[src/rtl/vblank_update_arbiter_if.sv]
`default_nettype none
// ============================================================================
// Module  : vblank_update_arbiter_if
// Purpose : Bundle of the raster position, client handshake and status
//           signals exchanged with vblank_update_arbiter.
// Rev     : 1.0
// ============================================================================
interface vblank_update_arbiter_if #(
    parameter int N_REQ = 4
) ();
    logic [15:0]      row;
    logic [15:0]      column;
    logic [N_REQ-1:0] req;
    logic [N_REQ-1:0] done;
    logic [N_REQ-1:0] gnt;
    logic             frame_tick;
    logic [15:0]      frame_count;
    logic             overrun;
    logic [7:0]       overrun_count;
    logic             busy;

    modport master (
        output row, column, req, done,
        input  gnt, frame_tick, frame_count, overrun, overrun_count, busy
    );

    modport slave (
        input  row, column, req, done,
        output gnt, frame_tick, frame_count, overrun, overrun_count, busy
    );
endinterface
`default_nettype wire

[src/rtl/vblank_update_arbiter.sv]
`default_nettype none
// ============================================================================
// Module  : vblank_update_arbiter
// Purpose : Round-robin grant of one shared update slot inside vertical
//           blanking, with frame counting and overrun detection.
// Rev     : 1.0
// ============================================================================
module vblank_update_arbiter #(
    parameter int N_REQ       = 4,
    parameter int V_VISIBLE   = 600,
    parameter int V_TOTAL     = 628,
    parameter int GUARD_LINES = 2
) (
    input  logic                    clk,
    input  logic                    reset_n,
    vblank_update_arbiter_if.slave  if_bus
);
    localparam int               IDX_W         = $clog2(N_REQ);
    localparam logic [15:0]      c_row_vis     = 16'(V_VISIBLE);
    localparam logic [15:0]      c_row_win_end = 16'(V_TOTAL - GUARD_LINES);
    localparam logic [IDX_W-1:0] c_last_idx    = IDX_W'(N_REQ - 1);
    localparam logic [IDX_W:0]   c_n_req       = (IDX_W+1)'(N_REQ);

    typedef enum logic [1:0] {
        ST_ACTIVE = 2'd0,
        ST_ARB    = 2'd1,
        ST_GRANT  = 2'd2,
        ST_LATE   = 2'd3
    } state_t;

    state_t             r_state;
    logic [N_REQ-1:0]   r_gnt;
    logic [N_REQ-1:0]   r_served;
    logic [IDX_W-1:0]   r_rr_ptr;
    logic [IDX_W-1:0]   r_idx;
    logic               r_frame_tick;
    logic [15:0]        r_frame_count;
    logic               r_overrun;
    logic [7:0]         r_overrun_count;

    state_t             w_state_nxt;
    logic [N_REQ-1:0]   w_gnt_nxt;
    logic [N_REQ-1:0]   w_served_nxt;
    logic [IDX_W-1:0]   w_rr_nxt;
    logic [IDX_W-1:0]   w_idx_nxt;
    logic               w_tick_nxt;
    logic [15:0]        w_fc_nxt;
    logic               w_ovr_nxt;
    logic [7:0]         w_oc_nxt;

    logic               w_vb_start;
    logic               w_fr_start;
    logic               w_window_open;
    logic [N_REQ-1:0]   w_eligible;
    logic               w_done_hit;
    logic               w_found;
    logic [IDX_W-1:0]   w_winner;
    logic [IDX_W:0]     w_k;
    logic [IDX_W-1:0]   w_after_idx;

    assign w_vb_start    = (if_bus.row == c_row_vis) && (if_bus.column == 16'd0);
    assign w_fr_start    = (if_bus.row == 16'd0) && (if_bus.column == 16'd0);
    assign w_window_open = (if_bus.row >= c_row_vis) && (if_bus.row <= c_row_win_end);
    assign w_eligible    = if_bus.req & ~r_served;
    assign w_done_hit    = if_bus.done[r_idx];
    assign w_after_idx   = (r_idx == c_last_idx) ? '0 : r_idx + 1'b1;

    // Rotating search: first eligible index at or after r_rr_ptr, wrapping.
    always_comb begin
        w_found  = 1'b0;
        w_winner = r_rr_ptr;
        w_k      = '0;
        for (int i = 0; i < N_REQ; i++) begin
            w_k = {1'b0, r_rr_ptr} + (IDX_W+1)'(i);
            if (w_k >= c_n_req) begin
                w_k = w_k - c_n_req;
            end
            if (!w_found && w_eligible[w_k[IDX_W-1:0]]) begin
                w_found  = 1'b1;
                w_winner = w_k[IDX_W-1:0];
            end
        end
    end

    always_comb begin
        w_state_nxt  = r_state;
        w_gnt_nxt    = r_gnt;
        w_served_nxt = r_served;
        w_rr_nxt     = r_rr_ptr;
        w_idx_nxt    = r_idx;
        w_tick_nxt   = 1'b0;
        w_fc_nxt     = r_frame_count;
        w_ovr_nxt    = 1'b0;
        w_oc_nxt     = r_overrun_count;
        case (r_state)
            ST_ACTIVE: begin
                if (w_vb_start) begin
                    w_state_nxt  = ST_ARB;
                    w_tick_nxt   = 1'b1;
                    w_fc_nxt     = r_frame_count + 16'd1;
                    w_served_nxt = '0;
                end
            end
            ST_ARB: begin
                if (w_fr_start) begin
                    w_state_nxt = ST_ACTIVE;
                end else if (w_window_open && w_found) begin
                    w_state_nxt         = ST_GRANT;
                    w_gnt_nxt           = '0;
                    w_gnt_nxt[w_winner] = 1'b1;
                    w_idx_nxt           = w_winner;
                end
            end
            ST_GRANT: begin
                // Completion takes priority over a coincident frame start.
                if (w_done_hit) begin
                    w_gnt_nxt           = '0;
                    w_served_nxt[r_idx] = 1'b1;
                    w_rr_nxt            = w_after_idx;
                    w_state_nxt         = w_fr_start ? ST_ACTIVE : ST_ARB;
                end else if (w_fr_start) begin
                    w_ovr_nxt   = 1'b1;
                    w_oc_nxt    = (r_overrun_count == 8'hFF) ? 8'hFF : r_overrun_count + 8'd1;
                    w_state_nxt = ST_LATE;
                end
            end
            ST_LATE: begin
                if (w_done_hit) begin
                    w_gnt_nxt           = '0;
                    w_served_nxt[r_idx] = 1'b1;
                    w_rr_nxt            = w_after_idx;
                    w_state_nxt         = ST_ACTIVE;
                end
            end
            default: begin
                w_state_nxt = ST_ACTIVE;
                w_gnt_nxt   = '0;
            end
        endcase
    end

    always_ff @(posedge clk or negedge reset_n) begin
        if (!reset_n) begin
            r_state         <= ST_ACTIVE;
            r_gnt           <= '0;
            r_served        <= '0;
            r_rr_ptr        <= '0;
            r_idx           <= '0;
            r_frame_tick    <= 1'b0;
            r_frame_count   <= 16'd0;
            r_overrun       <= 1'b0;
            r_overrun_count <= 8'd0;
        end else begin
            r_state         <= w_state_nxt;
            r_gnt           <= w_gnt_nxt;
            r_served        <= w_served_nxt;
            r_rr_ptr        <= w_rr_nxt;
            r_idx           <= w_idx_nxt;
            r_frame_tick    <= w_tick_nxt;
            r_frame_count   <= w_fc_nxt;
            r_overrun       <= w_ovr_nxt;
            r_overrun_count <= w_oc_nxt;
        end
    end

    assign if_bus.gnt           = r_gnt;
    assign if_bus.frame_tick    = r_frame_tick;
    assign if_bus.frame_count   = r_frame_count;
    assign if_bus.overrun       = r_overrun;
    assign if_bus.overrun_count = r_overrun_count;
    assign if_bus.busy          = (r_state == ST_GRANT) || (r_state == ST_LATE);

endmodule
`default_nettype wire
[src/flat_wrapper.sv]
// flat-port wrapper written by rule: the top's interface ports become plain ports
module vblank_update_arbiter_flat 
#(
    parameter int N_REQ       = 4,
    parameter int V_VISIBLE   = 600,
    parameter int V_TOTAL     = 628,
    parameter int GUARD_LINES = 2
)
  (clk, reset_n, if_bus_row, if_bus_column, if_bus_req, if_bus_done, if_bus_gnt, if_bus_frame_tick, if_bus_frame_count, if_bus_overrun, if_bus_overrun_count, if_bus_busy);
  vblank_update_arbiter_if #(.N_REQ(N_REQ)) if_bus_i ();
  input  logic clk;
  input  logic reset_n;
  input wire logic [$bits(if_bus_i.row)-1:0] if_bus_row;
  input wire logic [$bits(if_bus_i.column)-1:0] if_bus_column;
  input wire logic [$bits(if_bus_i.req)-1:0] if_bus_req;
  input wire logic [$bits(if_bus_i.done)-1:0] if_bus_done;
  output wire logic [$bits(if_bus_i.gnt)-1:0] if_bus_gnt;
  output wire logic [$bits(if_bus_i.frame_tick)-1:0] if_bus_frame_tick;
  output wire logic [$bits(if_bus_i.frame_count)-1:0] if_bus_frame_count;
  output wire logic [$bits(if_bus_i.overrun)-1:0] if_bus_overrun;
  output wire logic [$bits(if_bus_i.overrun_count)-1:0] if_bus_overrun_count;
  output wire logic [$bits(if_bus_i.busy)-1:0] if_bus_busy;
  assign if_bus_i.row = if_bus_row;
  assign if_bus_i.column = if_bus_column;
  assign if_bus_i.req = if_bus_req;
  assign if_bus_i.done = if_bus_done;
  assign if_bus_gnt = if_bus_i.gnt;
  assign if_bus_frame_tick = if_bus_i.frame_tick;
  assign if_bus_frame_count = if_bus_i.frame_count;
  assign if_bus_overrun = if_bus_i.overrun;
  assign if_bus_overrun_count = if_bus_i.overrun_count;
  assign if_bus_busy = if_bus_i.busy;
  vblank_update_arbiter #(.N_REQ(N_REQ), .V_VISIBLE(V_VISIBLE), .V_TOTAL(V_TOTAL), .GUARD_LINES(GUARD_LINES)) u_core (.clk(clk), .reset_n(reset_n), .if_bus(if_bus_i));
endmodule
[config.mk]
export PLATFORM = sky130hd
export DESIGN_NAME = vblank_update_arbiter_flat
export DESIGN_NICKNAME = d
export VERILOG_FILES = /design/src/rtl/vblank_update_arbiter_if.sv /design/src/rtl/vblank_update_arbiter.sv /design/src/flat_wrapper.sv
export SDC_FILE = /design/constraint.sdc
export NUM_CORES = 1
export LEC_CHECK = 0
export ABC_AREA = 1
export BUFFER_PORTS_ARGS = -buffer_cell sky130_fd_sc_hd__buf_2
export CORE_AREA = 2 2 77 79
export CTS_CLUSTER_SIZE = 24
export DETAILED_ROUTE_END_ITERATION = 12
export DIE_AREA = 0 0 79 81
export GPL_TIMING_DRIVEN = 0
export PLACE_DENSITY = 0.8
export SYNTH_ARGS = -nofsm -noshare
export SYNTH_HDL_FRONTEND = slang
export SYNTH_SLANG_ARGS = --single-unit
[constraint.sdc]
create_clock -name clk -period 4.1 [get_ports clk]
set_input_delay 0.41 -clock clk [delete_from_list [all_inputs] [get_ports clk]]
set_output_delay 0.41 -clock clk [all_outputs]
set_load 0.02 [all_outputs]
==> metrics.md <==
| Metric | Value |
|---|---|
| Clock Latency Late Sink | 300 ps |
| RSZ-0062 raised after global routing | false |
| Synth top area share | 0.3744 |
| Critical-path maximum fanout | 9 |
| Setup Buffers After CTS | 0 |
| Most frequent cell after synthesis | nand2_1 |
| Final ANT Viol Nets | 0 |
| FP Rows | 28 |
| Seq cells post-synth | 40 |
| Routability-driven placement congestion ratio | 0.8643 |
| Syn Area/Cell | between 6 and 7 um^2 |
| EDFF count, synth | 0 |
| Post-CTS Resized | 0 |
| TNS Setup | 0 ps |
| Final count of negative-setup-slack endpoints | 0 |
| Max Clock Skew | 7.038 ps |
| CTS Hold Bufs | 0 |
| Initial core utilization | 0.4711 |
| Number of diodes | 0 |
| Setup CP Type | flip-flop to flip-flop |
| Full die area | 0.006399 mm^2 |
| Pwr dens | about 340 mW/mm^2 |
| # DRC | 0 |
| Synthesized cell area | approximately 0.0027 mm^2 |
| Fmax | 549.4 MHz |
| Leak Pwr | 0.001701 uW |
| Core Region | 0.005675 mm^2 |
| Async SR Flop Fraction | 1.000 |
| Global-route wire length before repair | 10.74 mm |
| Worst setup EP type | flip-flop |
| Gr usage total | 0.2076 |
| WP data required | 4300 ps |
| Register area share after synthesis | 0.3744 |
| Synth Instances | 391 |
| CTS max path bufs | 2 |
| CP max-delay cell | dfrtp_1 |
| Period utilization | 0.4440 |
| Routed wire length | 6.123 mm |
| Max rail drop VDD | 0.0001745 V |
| IO Pins | 73 |
| Rel. slew slack | 0.4169 |
| Nets | 518 |
| Slew Limit Fails | 0 |
| Starting DRT DRC Count | 120 |
| Final total power | 1101 uW |
| Largest net degree at the start of global routing | 41 |
| Post-Syn Nets | 439 |
| Die width | about 79 um |
| Synth top area cells | dfrtp_1, nand2_1, nand3_1 |
| CP Buf/Inv Count | 3 |
| Crit start category | flip-flop |
| Ys flop type | dfrtp_1 |
| Die H | about 81 um |
| Clock sink total | 40 |
| Drt pass-1 iters | 4 |
| CTS root buffer | clkbuf_8 |
| Via count | 2742 |
| Most frequent cells after synthesis | nand2_1, inv_1, nor2_1 |
| Arrival time worst endpoint | 2020 ps |
| Yosys warns | 0 |
| Vias in the first global route | 2600 |
| HP Class | input pin to asynchronous set/reset pin |
| # Max-Cap Violations | 0 |
| Share of cells above drive strength 1 | 0.2021 |
| Hpwl dp | 4.741 mm |
| CP delay by family, top | simple AND/OR/NAND/NOR gates |
| Outcome | finished clean |
| Netlist cell types | 29 |
| Port bufs | between 70 and 80 |
| Vias per cell | 5.031 |
| Per-cell routed wire length | 11.23 um |
| Area leader, netlist | dfrtp_1 |
| CTS tree | built |
| Final min period | 1820 ps |
| Final hold violations | 0 |
| Clk pin slew, worst setup/hold paths | 80 ps |
| Cts bufs inserted | 5 |
| Layout overhead on the synthesized area | 20.03% |
| Global route total overflow | 0 |
| CP peak stage delay | 380 ps |
| Clock H-tree levels | 2 |
| Initial antenna violation count | 0 |
| Worst-path cell chain | buf_6, inv_2, nand3_1, nand3_1, nand2_1, nand4_1, nand3_1, inv_2, nor2_4, nand2_1, nand2_1 |
| Worst slew pin tran | 874.7 ps |
[routing by layer]
metal	vias up	global-route usage	routed length (um)
li1	1403	-	-
met4	0	0.05172	54
met5	-	0	0
met2	52	0.3958	3162
met1	1282	0.2365	2652
met3	5	0.04333	253
[through the flow]
stage            util  std cells  hold slack [ps]  setup slack (ps)  instance area (um^2)
6_report       0.5655        545            222.4              2280                  3209
5_1_grt        0.5655        545            289.6              2029                  3209
4_1_cts        0.5655        545            264.7              2301                  3209
3_5_place_dp   0.5511        538            468.1              2174                  3128
3_3_place_gp   0.5511        538            460.9              2200                  3128
2_1_floorplan       -        391            114.4              2472                  2674
[cell families (layout without fill, tap and decap cells)]
family / Yosys count / after routing / synth area share
AOI/OAI and AO/OA: 31 / 31 / 0.06084
xor gates and xnor gates: 17 / 17 / 0.05569
adders and majority gates: 6 / 6 / 0.02808
buffers and inverters: 57 / 136 / 0.08283
DFF: 40 / 40 / 0.3744
and+or+nand+nor: 240 / 240 / 0.3982
[final cells by class]
cell class	count	area (um^2)
multi-input combinational	294	1451
inverter	54	202.7
fill	547	2466
clock buffer	5	68.82
sequential	40	1001
buffer	3	18.77
timing repair buffer	72	360.3
clock inverter	2	12.51
tap	75	93.84
[cells in the final DEF (no fill, tap or decap), types with 4 or more instances in the layout]
cell	count
nand2_1	120
ha_1	6
dfrtp_1	40
nor2_1	45
nor2_2	4
xnor2_1	8
o21ai_0	24
inv_1	51
nand3_1	43
clkbuf_8	5
nand4_1	12
buf_2	72
nor3_1	4
a21oi_1	4
xor2_1	9
[flip-flops by register name, summed over array words and instances (netlist names)]
signal	flops
u_core.r_idx	2
u_core.if_bus.gnt	4
u_core.if_bus.frame_count	16
u_core.if_bus.frame_tick	1
u_core.r_served	4
u_core.if_bus.overrun_count	8
u_core.if_bus.overrun	1
u_core.r_rr_ptr	2
u_core.r_state	2
[final timing paths]
path,depth (start not counted),slack (ps),from,end
worst max-delay path,11,2280,u_core.r_rr_ptr[0]$_DFFE_PN0P_,u_core.if_bus.gnt[3]$_DFFE_PN0P_
worst min-delay path,1,220,reset_n,u_core.if_bus.frame_count[3]$_DFFE_PN0P_
worst max register to register,11,2280,u_core.r_rr_ptr[0]$_DFFE_PN0P_,u_core.if_bus.gnt[3]$_DFFE_PN0P_
worst min register to register,2,480,u_core.if_bus.gnt[2]$_DFFE_PN0P_,u_core.if_bus.gnt[2]$_DFFE_PN0P_
max in group asynchronous,1,3330,reset_n,u_core.if_bus.frame_count[15]$_DFFE_PN0P_
min in group clk,2,480,u_core.if_bus.gnt[2]$_DFFE_PN0P_,u_core.if_bus.gnt[2]$_DFFE_PN0P_
[where the power goes]
part           switching [uW]  internal, uW
clock network             140           115
registers                27.8           416
logic                     271           132
No activity file was read; power rests on OpenSTA's default activity.
